[src/rtl/sram_like_pkg.sv]
// Shared types and constants for the SRAM-like slave and its response FIFO.
package sram_like_pkg;

    localparam int ADDR_W    = 32;
    localparam int DATA_W    = 32;
    localparam int STRB_W    = 4;
    localparam int DEPTH_MAX = 4;
    localparam int CNT_W     = 4;

    typedef struct packed {
        logic [DATA_W-1:0] rdata;
        logic [CNT_W-1:0]  cnt;
    } resp_entry_t;

    // Countdown step that parks at zero.
    function automatic logic [CNT_W-1:0] cnt_dec(input logic [CNT_W-1:0] c);
        return (c == '0) ? c : c - 1'b1;
    endfunction

endpackage

[src/rtl/sram_resp_fifo.sv]
// In-order response FIFO; every entry counts down its delay while queued and the
// head is released once its count reaches zero. An entry pushed into an empty
// FIFO is visible as head in its push cycle.
module sram_resp_fifo
    import sram_like_pkg::*;
#(
    parameter int DEPTH = 2
) (
    input  logic              clk,
    input  logic              resetn,
    input  logic              push,
    input  resp_entry_t       push_entry,
    output logic              head_ready,
    output logic [DATA_W-1:0] head_rdata
);

    localparam int PTR_W = (DEPTH > 1) ? $clog2(DEPTH) : 1;
    localparam int OCC_W = $clog2(DEPTH + 1);

    resp_entry_t      mem [DEPTH];
    logic [PTR_W-1:0] rd_ptr;
    logic [PTR_W-1:0] wr_ptr;
    logic [OCC_W-1:0] count;

    resp_entry_t head;
    logic        empty;
    logic        head_valid;
    logic        pop;
    logic        store;

    function automatic logic [PTR_W-1:0] ptr_inc(input logic [PTR_W-1:0] p);
        return (p == PTR_W'(DEPTH - 1)) ? '0 : p + 1'b1;
    endfunction

    always_comb begin
        // NOTE: every output of a combinational block gets a default first, so no path can infer a latch.
        head       = push_entry;
        head_ready = 1'b0;
        head_rdata = '0;
        pop        = 1'b0;
        store      = 1'b0;
        empty      = (count == '0);
        head_valid = !empty || push;
        if (!empty) begin
            head = mem[rd_ptr];
        end
        if (head_valid) begin
            head_ready = (head.cnt == '0);
            head_rdata = head.rdata;
        end
        pop   = head_ready && !empty;
        // A push into an empty FIFO that is already due leaves straight away.
        store = push && !(empty && head_ready);
    end

    always_ff @(posedge clk) begin
        // NOTE: non-blocking assignments in clocked blocks so every register samples pre-edge values.
        if (!resetn) begin
            rd_ptr <= '0;
            wr_ptr <= '0;
            count  <= '0;
        end else begin
            if (store) begin
                wr_ptr <= ptr_inc(wr_ptr);
            end
            if (pop) begin
                rd_ptr <= ptr_inc(rd_ptr);
            end
            count <= count + OCC_W'(store) - OCC_W'(pop);
        end
    end

    // NOTE: payload storage has no reset; validity is carried only by count and pointers.
    always_ff @(posedge clk) begin
        for (int i = 0; i < DEPTH; i++) begin
            mem[i].cnt <= cnt_dec(mem[i].cnt);
        end
        if (store) begin
            mem[wr_ptr] <= '{rdata: push_entry.rdata, cnt: cnt_dec(push_entry.cnt)};
        end
    end

endmodule

[src/rtl/sram_like_slave.sv]
// SRAM-like slave: accepts req/addr_ok handshakes, drives a 1-cycle synchronous
// RAM and returns in-order data_ok responses after a programmable delay.
module sram_like_slave
    import sram_like_pkg::*;
#(
    parameter int RAM_AW        = 16,
    parameter int DEPTH         = 2,
    parameter int ADDR_OK_DELAY = 0,
    parameter int RESP_DELAY    = 0
) (
    input  logic              clk,
    input  logic              resetn,
    input  logic              req,
    input  logic              wr,
    input  logic [1:0]        size,
    input  logic [STRB_W-1:0] wstrb,
    input  logic [ADDR_W-1:0] addr,
    input  logic [DATA_W-1:0] wdata,
    output logic              addr_ok,
    output logic              data_ok,
    output logic [DATA_W-1:0] rdata,
    output logic              ram_en,
    output logic [STRB_W-1:0] ram_we,
    output logic [RAM_AW-1:0] ram_addr,
    output logic [DATA_W-1:0] ram_wdata,
    input  logic [DATA_W-1:0] ram_rdata
);

    localparam int OCC_W = $clog2(DEPTH_MAX + 1);

    logic [CNT_W-1:0] wait_cnt;
    logic [OCC_W-1:0] outstanding;
    logic             cap_v;
    logic             cap_wr;
    logic             wait_done;
    logic             handshake;
    resp_entry_t      push_entry;

    // Byte lanes come from wstrb and the word address drops addr[1:0].
    logic unused_inputs;
    assign unused_inputs = ^{size, addr};

    always_comb begin
        wait_done  = (wait_cnt == CNT_W'(ADDR_OK_DELAY));
        // Registered occupancy only: a pop this cycle cannot free a slot for this cycle.
        addr_ok    = req && (outstanding < OCC_W'(DEPTH)) && wait_done;
        handshake  = req && addr_ok;

        ram_en     = handshake;
        ram_we     = (handshake && wr) ? wstrb : '0;
        ram_addr   = addr[RAM_AW+1:2];
        ram_wdata  = wdata;

        push_entry = '{rdata: (cap_wr ? '0 : ram_rdata), cnt: CNT_W'(RESP_DELAY)};
    end

    always_ff @(posedge clk) begin
        if (!resetn) begin
            wait_cnt    <= '0;
            outstanding <= '0;
            cap_v       <= 1'b0;
            cap_wr      <= 1'b0;
        end else begin
            if (!req || handshake) begin
                wait_cnt <= '0;
            end else if (!wait_done) begin
                wait_cnt <= wait_cnt + 1'b1;
            end
            cap_v       <= handshake;
            cap_wr      <= handshake && wr;
            outstanding <= outstanding + OCC_W'(handshake) - OCC_W'(data_ok);
        end
    end

    sram_resp_fifo #(
        .DEPTH (DEPTH)
    ) u_resp_fifo (
        .clk        (clk),
        .resetn     (resetn),
        .push       (cap_v),
        .push_entry (push_entry),
        .head_ready (data_ok),
        .head_rdata (rdata)
    );

endmodule

[config.mk]
export PLATFORM = sky130hd
export DESIGN_NAME = sram_like_slave
export DESIGN_NICKNAME = d
export VERILOG_FILES = /design/src/rtl/sram_like_pkg.sv /design/src/rtl/sram_resp_fifo.sv /design/src/rtl/sram_like_slave.sv
export SDC_FILE = /design/constraint.sdc
export NUM_CORES = 1
export LEC_CHECK = 0
export BUFFER_PORTS_ARGS = -buffer_cell sky130_fd_sc_hd__buf_2
export CORE_MARGIN = 4
export CORE_UTILIZATION = 47
export DETAILED_ROUTE_END_ITERATION = 16
export GPL_ROUTABILITY_DRIVEN = 0
export PLACE_DENSITY = 0.8
export SLEW_MARGIN = 40
export SYNTH_ARGS = -nofsm -noshare
export SYNTH_HDL_FRONTEND = slang
export SYNTH_SLANG_ARGS = --single-unit
[constraint.sdc]
create_clock -name clk -period 3.17 [get_ports clk]
set_clock_uncertainty 0.2 [all_clocks]
set_input_delay 0.1585 -clock clk [delete_from_list [all_inputs] [get_ports clk]]
set_output_delay 0.1585 -clock clk [all_outputs]
set_load 0.1 [all_outputs]
==> flow_summary.toml, run 1 <==
[status]
status = "finished, final reports clean"

[worst_setup_path]
worst_setup_path_start_kind = "flop"
slowest_stage = "sky130_fd_sc_hd__or3_4"
setup.worst_path.end_class = "flop"
worst-path-max-fanout = 4
worst_path_largest_cell_delay_ns = 0.41
critical_path.cell_chain = "or3_4 > o32a_4 > a21oi_4 > ha_1 > inv_1 > ha_1 > inv_1 > fa_1 > xor2_1 > and2_1"
critPathTopFamily = "adder cells"
critical_path_required_ns = 3.21
worst-endpoint-arrival_ns = 2.74
worstPathBufferInverterCount = 2
criticalPathCategory = "flop to flop"

[sta]
slew_headroom = 0.665
setup-violations-final = 0
final_max_slew_viol_count = 0
hold_fails_final_rpt = 0
crit_path_time_final_ns = 2.70
tightest_slew_ns = 0.503
min_period_over_period = 0.851
fin_ws_ns = 0.471
fmax_ghz = 0.371
grt_setup_unrepaired = "no"

[logic_synthesis]
async_flop_share = 0
synth_mux_area_frac = 0.0767
post_synth_fa_ha_maj_area_fraction = 0.0366
post_synth.cell_area_avg_um2 = 11.3
yosys-top-cells-area = "sky130_fd_sc_hd__edfxtp_1 (45%), sky130_fd_sc_hd__dfxtp_1 (10%), sky130_fd_sc_hd__buf_4 (8.4%)"
synth_nets = 499
synth_simple_gate_area_share = 0.150
yosys_most_used_dff = "sky130_fd_sc_hd__edfxtp_1"
synth_enable_flop_cells = 64
synth_compound_gate_area_share = 0.0593
post-synth-top-count-cell = "sky130_fd_sc_hd__edfxtp_1"
synth_top_cell_area_share = 0.446
post_synth_xor_area_fraction = 0.0142
synth_seq_area_share = 0.548
synth-seq-cells = 86
synthDistinctLibCells = 31
syn-instance-count = 381
synthDominantAreaCellType = "sky130_fd_sc_hd__edfxtp_1"
synth_common_cells = "sky130_fd_sc_hd__edfxtp_1 (64), sky130_fd_sc_hd__buf_4 (48), sky130_fd_sc_hd__nor2b_1 (36)"
synth_top_family_by_area = "simple AND/OR/NAND/NOR gates"
ys_warn_count = 0
synth_area_um2 = 4310

[floorplanning]
dieWidth_um = 104
floorplan.io_pins = 193
die-height_um = 104
core_area_um2 = 8810
number_of_cell_rows = 34
floorplan.initialDensity = 0.489
die_footprint_um2 = 10800

[place]
placement.io_buffers = 78
dp.final_hpwl_um = 5440
preCtsSetupSlack_ns = 0.464

[layout]
num-fill-cells = 775
post_route_cells_drive_above_1_share = 0.251
final_core_util = 0.549
num_antenna_cells = 0
syn_to_final_growth_pct = 12.3
finish.net_count = 543

[clock_network]
worst_setup_hold_path_clk_slew_ns = 0.08
clockRootBuffer = "sky130_fd_sc_hd__clkbuf_8"
cts_setup_buffers = 0
tritoncts_clock_tree = "done"
cts.sink_count = 86
cts-root-to-sink-buffers = 2
cts.htree.levels = 3
post_cts_hold_buffer_count = 16
ctsResizeCount = 0
clock_latency_reported_for_the_late_side_of_the_worst_skew_pair_ns = 0.34
cts_buffers = 9

[global_routing]
grt.overflow.total = 0
via_count_of_the_first_global_routing_pass = 2855
antenna_violations_before_repair = 0
grt_first_pass_wirelength_um = 13700
grt_start_max_net_pins = 37
grt_usage = 0.158

[power_and_ir_drop]
pwr-share-comb = 0.264
power_density_nw_per_um2 = 550
share_seq_of_total_power = 0.467
leakagePower_nw = 1.87
share_of_power_burned_in_the_clock_network = 0.269
ir_drop_uv = 297
internal-power_mw = 1.75
switching_power_mw = 0.906
power.share.switching = 0.341

[drt]
postRouteWirelength_um = 8170
detail_route.wl_per_cell_um = 15.2
drt_drc_violations_left = 0
firstDrtPassIters = 6
detail_route.vias_per_cell = 5.16
dr_total_vias = 2776
route.antenna.remaining_nets = 0
first_drt_iteration_drcs = 69

[worst_hold_path]
worstHoldPathType = "input port to flop"

[run]
max_cap_viol_count = 0
-- cell type report --
| class | instances | area [µm²] | share of cell area |
|---|---|---|---|
| sequential | 86 | 2360 | 0.489 |
| clock buffer | 14 | 143 | 0.0295 |
| inverter | 13 | 48.8 | 0.0101 |
| multi-input combinational | 212 | 1480 | 0.306 |
| timing repair buffer | 103 | 631 | 0.130 |
| clock inverter | 2 | 35.0 | 0.00724 |
| tap | 108 | 135 | 0.0279 |
-- worst register-to-register path: cells and delay by family (launching register included) --
kind	cells	cell delay (ns)
adder cells (fa/ha/maj)	3	0.73
AND/OR/NAND/NOR	2	0.56
AO/OA/AOI/OAI	2	0.50
flip-flops	1	0.34
XOR/XNOR	1	0.17
buffers and inverters	2	0.11
-- path summary, 6_finish.rpt --
kind	from	end	slack [ns]	depth (start not counted)
setup / recovery	u_resp_fifo.mem[0][0]$_SDFFE_PP0P_	outstanding[2]$_SDFF_PN0_	0.47	10
hold / removal	ram_rdata[7]	u_resp_fifo.mem[0][11]$_DFFE_PP_	0.02	2
setup reg to reg	u_resp_fifo.mem[0][0]$_SDFFE_PP0P_	outstanding[2]$_SDFF_PN0_	0.47	10
hold reg to reg	u_resp_fifo.mem[0][2]$_SDFFE_PP0P_	u_resp_fifo.mem[0][2]$_SDFFE_PP0P_	0.30	2
-- power by group through the flow --
stage          logic [mW]  clock network, mW  registers [mW]
6_report            0.702              0.716            1.24
5_1_grt             0.745              0.776            1.25
4_1_cts             0.706              0.744            1.24
3_5_place_dp        0.689                  0            1.27
3_3_place_gp        0.675                  0            1.27
2_1_floorplan       0.853                  0            1.27
-- registers in the layout, indices dropped and copies added, names as in the netlist, named ones only --
| name | count |
|---|---|
| u_resp_fifo.mem | 72 |
| outstanding | 3 |
| cap_wr | 1 |
| wait_cnt | 4 |
| u_resp_fifo.rd_ptr | 1 |
| cap_v | 1 |
| u_resp_fifo.wr_ptr | 1 |
| u_resp_fifo.count | 2 |
-- metal layers --
| layer | up-vias | track usage | routed length, µm |
|---|---|---|---|
| met5 | - | 0 | 0 |
| li1 | 1362 | - | - |
| met3 | 24 | 0.0373 | 389 |
| met2 | 75 | 0.287 | 4290 |
| met4 | 0 | 0.0731 | 214 |
| met1 | 1315 | 0.174 | 3280 |
-- logic make-up after synthesis --
family	after synthesis
flip-flops	86
buffers and inverters	83
AND/OR/NAND/NOR	115
AO/OA/AOI/OAI	45
XOR/XNOR	7
multiplexers	33
adder cells (fa/ha/maj)	12
-- placed cells by master (no fill, tap or decap), types with 2 or more instances in the layout --
cell type	instances
sky130_fd_sc_hd__clkbuf_8	9
sky130_fd_sc_hd__nor2_1	13
sky130_fd_sc_hd__nor3_1	3
sky130_fd_sc_hd__dlygate4sd3_1	16
sky130_fd_sc_hd__a21boi_1	2
sky130_fd_sc_hd__or2_2	3
sky130_fd_sc_hd__and2_1	6
sky130_fd_sc_hd__or3_1	2
sky130_fd_sc_hd__nand2b_1	5
sky130_fd_sc_hd__buf_4	8
sky130_fd_sc_hd__nor2b_1	35
sky130_fd_sc_hd__xor2_1	2
sky130_fd_sc_hd__mux2i_1	33
sky130_fd_sc_hd__a21oi_1	5
sky130_fd_sc_hd__inv_1	13
sky130_fd_sc_hd__nand3b_1	2
sky130_fd_sc_hd__o21ai_1	30
sky130_fd_sc_hd__edfxtp_1	64
sky130_fd_sc_hd__nand3_1	33
sky130_fd_sc_hd__clkbuf_1	5
sky130_fd_sc_hd__buf_2	78
sky130_fd_sc_hd__ha_1	11
sky130_fd_sc_hd__dfxtp_1	21
sky130_fd_sc_hd__xnor2_1	5
sky130_fd_sc_hd__a211oi_1	2
sky130_fd_sc_hd__o21ai_0	3
sky130_fd_sc_hd__and3_1	7
-- stage by stage --
step	std cells	TNS (ns)	total power, mW	instance area, µm²	hold slack [ns]
floorplan	381	-0.265	2.12	4320	0.104
global placement	506	0	1.94	4500	0.118
detailed placement	506	0	1.96	4500	0.118
CTS	538	0	2.69	4840	0.00180
global route	538	0	2.77	4840	0.00259
finish	538	0	2.66	4840	0.0164
Note: power is estimated with default switching activity, not from simulation.
==> run 2: changes to the inputs <==
Settings changed: CORE_UTILIZATION 47 to 49, CTS_BUF_LIST set to sky130_fd_sc_hd__clkbuf_8, PLACE_DENSITY 0.8 to 0.83.
==> run 2 against run 1 <==
Against the previous run:
- hold slack got worse by 0.0039 ns
- first-iteration DRC count rose by 45%
- global-route usage barely moved
- combinational power fell by 1%
- sequential share of layout area rose by 0.13 points
- clock-buffer cell count fell by 5
==> flow_summary.toml, run 2 (synthesis gave the netlist of run 1 again) <==
[status]
status = "finished, final reports clean"

[drt]
detail_route.wl_per_cell_um = 15.3
dr_total_vias = 2766
routed.top_layer = "met4"
route.antenna.remaining_nets = 0
first_drt_iteration_drcs = 100
detail_route.vias_per_cell = 5.23
detailroute.wirelength.met2_um = 4070
postRouteWirelength_um = 8120
firstDrtPassIters = 4
met3WireLength_um = 418
wirelength_met1_um = 3470
drt_drc_violations_left = 0

[sta]
setup-violations-final = 0
fmax_ghz = 0.370
tightest_slew_ns = 0.577
crit_path_time_final_ns = 2.70
hold_fails_final_rpt = 0
grt_setup_unrepaired = "no"
final_max_slew_viol_count = 0
slew_headroom = 0.615
min_period_over_period = 0.852

[layout]
largest_register = "u_resp_fifo.mem"
syn_to_final_growth_pct = 12.0
post_layout_nonfiller_instances = 529
finish.instance_area_um2 = 4820
mostFrequentLayoutCell = "sky130_fd_sc_hd__buf_2"
num_antenna_cells = 0
num-fill-cells = 709
biggestRegsByFlops = "u_resp_fifo.mem x72, wait_cnt x4, outstanding x3"
final_core_util = 0.576
most-common-layout-cells = "sky130_fd_sc_hd__buf_2 (78), sky130_fd_sc_hd__edfxtp_1 (64), sky130_fd_sc_hd__nor2b_1 (35)"
post_route_cells_drive_above_1_share = 0.259
largest_register_ffs = 72
finish.net_count = 537

[worst_setup_path]
worst-path-max-fanout = 4
worst-endpoint-arrival_ns = 2.74
regToRegStartpoint = "u_resp_fifo.mem[0][0]$_SDFFE_PP0P_"
criticalPathCategory = "flop to flop"
critical_path_required_ns = 3.21
worst_setup_path_start_kind = "flop"
crit_path_start = "u_resp_fifo.mem[0][0]$_SDFFE_PP0P_"
setup.worst_path.end_class = "flop"

[clock_network]
cts_buffers = 9
clockRootBuffer = "sky130_fd_sc_hd__clkbuf_8"
cts-root-to-sink-buffers = 2
worst_setup_hold_path_clk_slew_ns = 0.08
cts.sink_count = 86
cts_setup_buffers = 0
clock_latency_reported_for_the_late_side_of_the_worst_skew_pair_ns = 0.34
cts.htree.levels = 3
ctsResizeCount = 0
tritoncts_clock_tree = "done"

[global_routing]
grt_start_max_net_pins = 37
via_count_of_the_first_global_routing_pass = 2613
antenna_violations_before_repair = 0
grt.overflow.total = 0
grt_first_pass_wirelength_um = 12700
grt_usage = 0.158

[power_and_ir_drop]
ir_drop_uv = 237
leakagePower_nw = 1.88
power_density_nw_per_um2 = 572

[worst_hold_path]
holdCritStartpoint = "ram_rdata[3]"
worstHoldPathType = "input port to flop"

[floorplanning]
floorplan.io_pins = 193
core_area_um2 = 8380
number_of_cell_rows = 33
dieWidth_um = 102
die_footprint_um2 = 10400
floorplan.initialDensity = 0.514
die-height_um = 102

[place]
placed_instance_area_um2 = 4500
place_inst = 502
dp.final_hpwl_um = 5390
placement.io_buffers = 78

[run]
max_cap_viol_count = 0
-- run 2: cell types whose count changed in the layout (fill, tap and decap cells not counted) --
cell,change
sky130_fd_sc_hd__clkbuf_1,-5
sky130_fd_sc_hd__dlygate4sd3_1,-5
sky130_fd_sc_hd__buf_4,-2
sky130_fd_sc_hd__buf_12,+1
sky130_fd_sc_hd__clkinv_4,+2
sky130_fd_sc_hd__clkinv_1,+1
sky130_fd_sc_hd__inv_1,+1
sky130_fd_sc_hd__bufinv_16,+1
-- run 2: metal layers --
layer,global-route usage,up-vias
li1,-,1356
met1,0.197,1304
met2,0.269,82
met3,0.0248,24
met4,0.0716,0
met5,0,-
-- run 2: final cells by class --
class / instances / area [µm²] / area share
Clock buffer: 9 / 124 / 0.0257
Clock inverter: 7 / 90.1 / 0.0187
Inverter: 13 / 48.8 / 0.0101
Multi-Input combinational cell: 212 / 1480 / 0.307
Sequential cell: 86 / 2360 / 0.490
Tap cell: 105 / 131 / 0.0272
Timing Repair Buffer: 97 / 586 / 0.121
-- run 2: final timing paths --
kind                                        endpoint  slack (ns)  cells after the start
setup / recovery           outstanding[2]$_SDFF_PN0_        0.47                     10
hold / removal       u_resp_fifo.mem[1][7]$_DFFE_PP_        0.01                      2
setup reg to reg           outstanding[2]$_SDFF_PN0_        0.47                     10
hold reg to reg   u_resp_fifo.mem[1][2]$_SDFFE_PP0P_        0.30                      2
-- run 2: report_power, final --
| part | switching, mW | internal [mW] |
|---|---|---|
| logic | 0.545 | 0.150 |
| clock network | 0.379 | 0.440 |
| registers | 0.0116 | 1.23 |
| total | 0.935 | 1.82 |
-- run 2: worst max-delay path: stages (launching register included) --
cell and delay (ns):
sky130_fd_sc_hd__dfxtp_1 0.34, sky130_fd_sc_hd__or3_4 0.41, sky130_fd_sc_hd__o32a_4 0.35, sky130_fd_sc_hd__a21oi_4 0.15, sky130_fd_sc_hd__ha_1 0.23, sky130_fd_sc_hd__inv_1 0.06, sky130_fd_sc_hd__ha_1 0.13, sky130_fd_sc_hd__inv_1 0.05
sky130_fd_sc_hd__fa_1 0.37, sky130_fd_sc_hd__xor2_1 0.17, sky130_fd_sc_hd__and2_1 0.15
-- run 2: timing repair --
action / 4_1_cts / 5_1_grt
endpoints found under the hold margin: 26 / 2
endpoints found under the setup margin: 0 / 0
hold buffers: 10 / 1
-- run 2: per-stage QoR --
step | TNS [ns] | setup WS, ns | hold slack (ns) | power [mW]
2_1_floorplan | -0.265 | -0.128 | 0.104 | 2.12
3_3_place_gp | 0 | 0.515 | 0.118 | 1.94
3_5_place_dp | 0 | 0.465 | 0.118 | 1.96
4_1_cts | 0 | 0.456 | 0.000288 | 2.78
5_1_grt | 0 | 0.368 | 0.00112 | 2.87
6_report | 0 | 0.469 | 0.0125 | 2.76
==> run 3: changes to the inputs <==
Settings changed: CORE_UTILIZATION 49 to 45, PLACE_DENSITY 0.83 to 0.77.
==> run 3 against run 2 <==
Against the previous run:
- flip-flop and latch count is the same
- maximum frequency down 0.74%
- clock-buffer cell count did not move
==> flow_summary.toml, run 3 (synthesis gave the netlist of run 1 again) <==
[clock_network]
cts.htree.levels = 3
cts.sink_count = 86
tritoncts_clock_tree = "done"
ctsResizeCount = 0
cts_buffers = 9
clock_latency_reported_for_the_late_side_of_the_worst_skew_pair_ns = 0.34
cts-root-to-sink-buffers = 2
worst_setup_hold_path_clk_slew_ns = 0.09
clockRootBuffer = "sky130_fd_sc_hd__clkbuf_8"
cts_setup_buffers = 0

[worst_setup_path]
worst_path_largest_cell_delay_ns = 0.40
timing.reg2reg.worst_path_depth = 10
crit_path_start = "u_resp_fifo.mem[0][0]$_SDFFE_PP0P_"
critical_path_required_ns = 3.21
worst_r2r_endpoint = "outstanding[2]$_SDFF_PN0_"
worst-path-max-fanout = 4
regToRegStartpoint = "u_resp_fifo.mem[0][0]$_SDFFE_PP0P_"
worst_setup_path_start_kind = "flop"
criticalPathCategory = "flop to flop"
slowest_stage = "sky130_fd_sc_hd__or3_4"
worst_setup_path_endpoint = "outstanding[2]$_SDFF_PN0_"
critical_path.cell_chain = "or3_4 > o32a_4 > a21oi_4 > ha_1 > inv_1 > ha_1 > inv_1 > fa_1 > xor2_1 > and2_1"
setup.worst_path.end_class = "flop"
worst-endpoint-arrival_ns = 2.76
reg2reg_setup_slack_ns = 0.45

[layout]
mostFrequentLayoutCell = "sky130_fd_sc_hd__buf_2"
largest_register_ffs = 72
final_core_util = 0.529
post_route_cells_drive_above_1_share = 0.255
syn_to_final_growth_pct = 14.1
num-fill-cells = 840
num_antenna_cells = 0
biggestRegsByFlops = "u_resp_fifo.mem x72, wait_cnt x4, outstanding x3"
post_layout_nonfiller_instances = 561
finish.instance_area_um2 = 4910
most-common-layout-cells = "sky130_fd_sc_hd__buf_2 (78), sky130_fd_sc_hd__edfxtp_1 (64), sky130_fd_sc_hd__nor2b_1 (35)"
finish.net_count = 545
largest_register = "u_resp_fifo.mem"

[sta]
finalHoldWorstSlack_ns = 0.0156
min_period_over_period = 0.858
grt_setup_unrepaired = "no"
setup-violations-final = 0
final_max_slew_viol_count = 0
fin_ws_ns = 0.449
slew_headroom = 0.638
totalNegativeSetupSlack_ns = 0
fmax_ghz = 0.367
tightest_slew_ns = 0.543
hold_fails_final_rpt = 0
crit_path_time_final_ns = 2.72

[global_routing]
grt_first_pass_wirelength_um = 13400
grt_usage = 0.149
antenna_violations_before_repair = 0
grt.overflow.total = 0
grt_start_max_net_pins = 37
via_count_of_the_first_global_routing_pass = 2787

[drt]
first_drt_iteration_drcs = 121
route.antenna.remaining_nets = 0
firstDrtPassIters = 4
detail_route.wl_per_cell_um = 14.5
dr_total_vias = 2753
drt_drc_violations_left = 0
postRouteWirelength_um = 8150
detail_route.vias_per_cell = 4.91

[power_and_ir_drop]
ir_drop_uv = 306
share_of_power_burned_in_the_clock_network = 0.291
power_density_nw_per_um2 = 560
leakagePower_nw = 1.90
share_seq_of_total_power = 0.453
switching_power_mw = 0.925
power.share.switching = 0.336
overall_power_after_layout_mw = 2.75
internal-power_mw = 1.83
pwr-share-comb = 0.256

[worst_hold_path]
worstHoldPathType = "input port to flop"

[place]
dp.final_hpwl_um = 5270
placed_instance_area_um2 = 4530
preCtsSetupSlack_ns = 0.451
placement.io_buffers = 78
place_inst = 527

[floorplanning]
die-height_um = 106
floorplan.initialDensity = 0.464
number_of_cell_rows = 35
dieWidth_um = 106
core_area_um2 = 9280
die_footprint_um2 = 11200
floorplan.io_pins = 193

[run]
max_cap_viol_count = 0

[status]
status = "finished, final reports clean"
==> run 3: cell type report <==
cell class,count,area [µm²],area share
Sequential cell,86,2360,0.481
Multi-Input combinational cell,212,1480,0.302
Timing Repair Buffer,105,651,0.132
Tap cell,129,161,0.0328
Clock buffer,9,124,0.0252
Clock inverter,7,83.8,0.0171
Inverter,13,48.8,0.00993
==> run 3: what timing repair did <==
action | CTS | global route
hold buffers | 14 | 4
endpoints found under the setup margin | 0 | 0
hold endpoints to repair | 35 | 7
==> run 3: worst max-delay path: cells and delay by family (launching register included) <==
| family | cells | cell delay [ns] |
|---|---|---|
| DFF | 1 | 0.34 |
| and+or+nand+nor | 2 | 0.55 |
| adders and majority gates | 3 | 0.75 |
| AOI/OAI and AO/OA | 2 | 0.51 |
| buffers and inverters | 2 | 0.11 |
| xor gates and xnor gates | 1 | 0.17 |
==> run 3: worst min-delay path by stage <==
| stage | startpoint | endpoint | slack, ns | depth (start not counted) |
|---|---|---|---|---|
| global route | ram_rdata[25] | u_resp_fifo.mem[1][29]$_DFFE_PP_ | 0.002 | 2 |
| finish | ram_rdata[6] | u_resp_fifo.mem[1][10]$_DFFE_PP_ | 0.02 | 2 |
| CTS | ram_rdata[5] | u_resp_fifo.mem[0][9]$_DFFE_PP_ | 0.0002 | 2 |
| detailed placement | addr[10] | ram_addr[8] | 0.12 | 0 |
| global placement | addr[10] | ram_addr[8] | 0.12 | 0 |
| floorplan | wr | cap_wr$_SDFF_PN0_ | 0.10 | 1 |
==> run 3: power groups by stage <==
stage	sequential, mW	clock (mW)	combinational, mW
after floorplan	1.27	0	0.853
after global placement	1.27	0	0.673
after detailed placement	1.27	0	0.689
after CTS	1.25	0.825	0.704
after global routing	1.25	0.878	0.747
final	1.25	0.800	0.703
==> run 3: metal layers <==
metal / share of wire / track usage
met3: 0.047 / 0.0404
met1: 0.43 / 0.181
met4: 0.020 / 0.0574
met2: 0.50 / 0.253
met5: 0 / 0
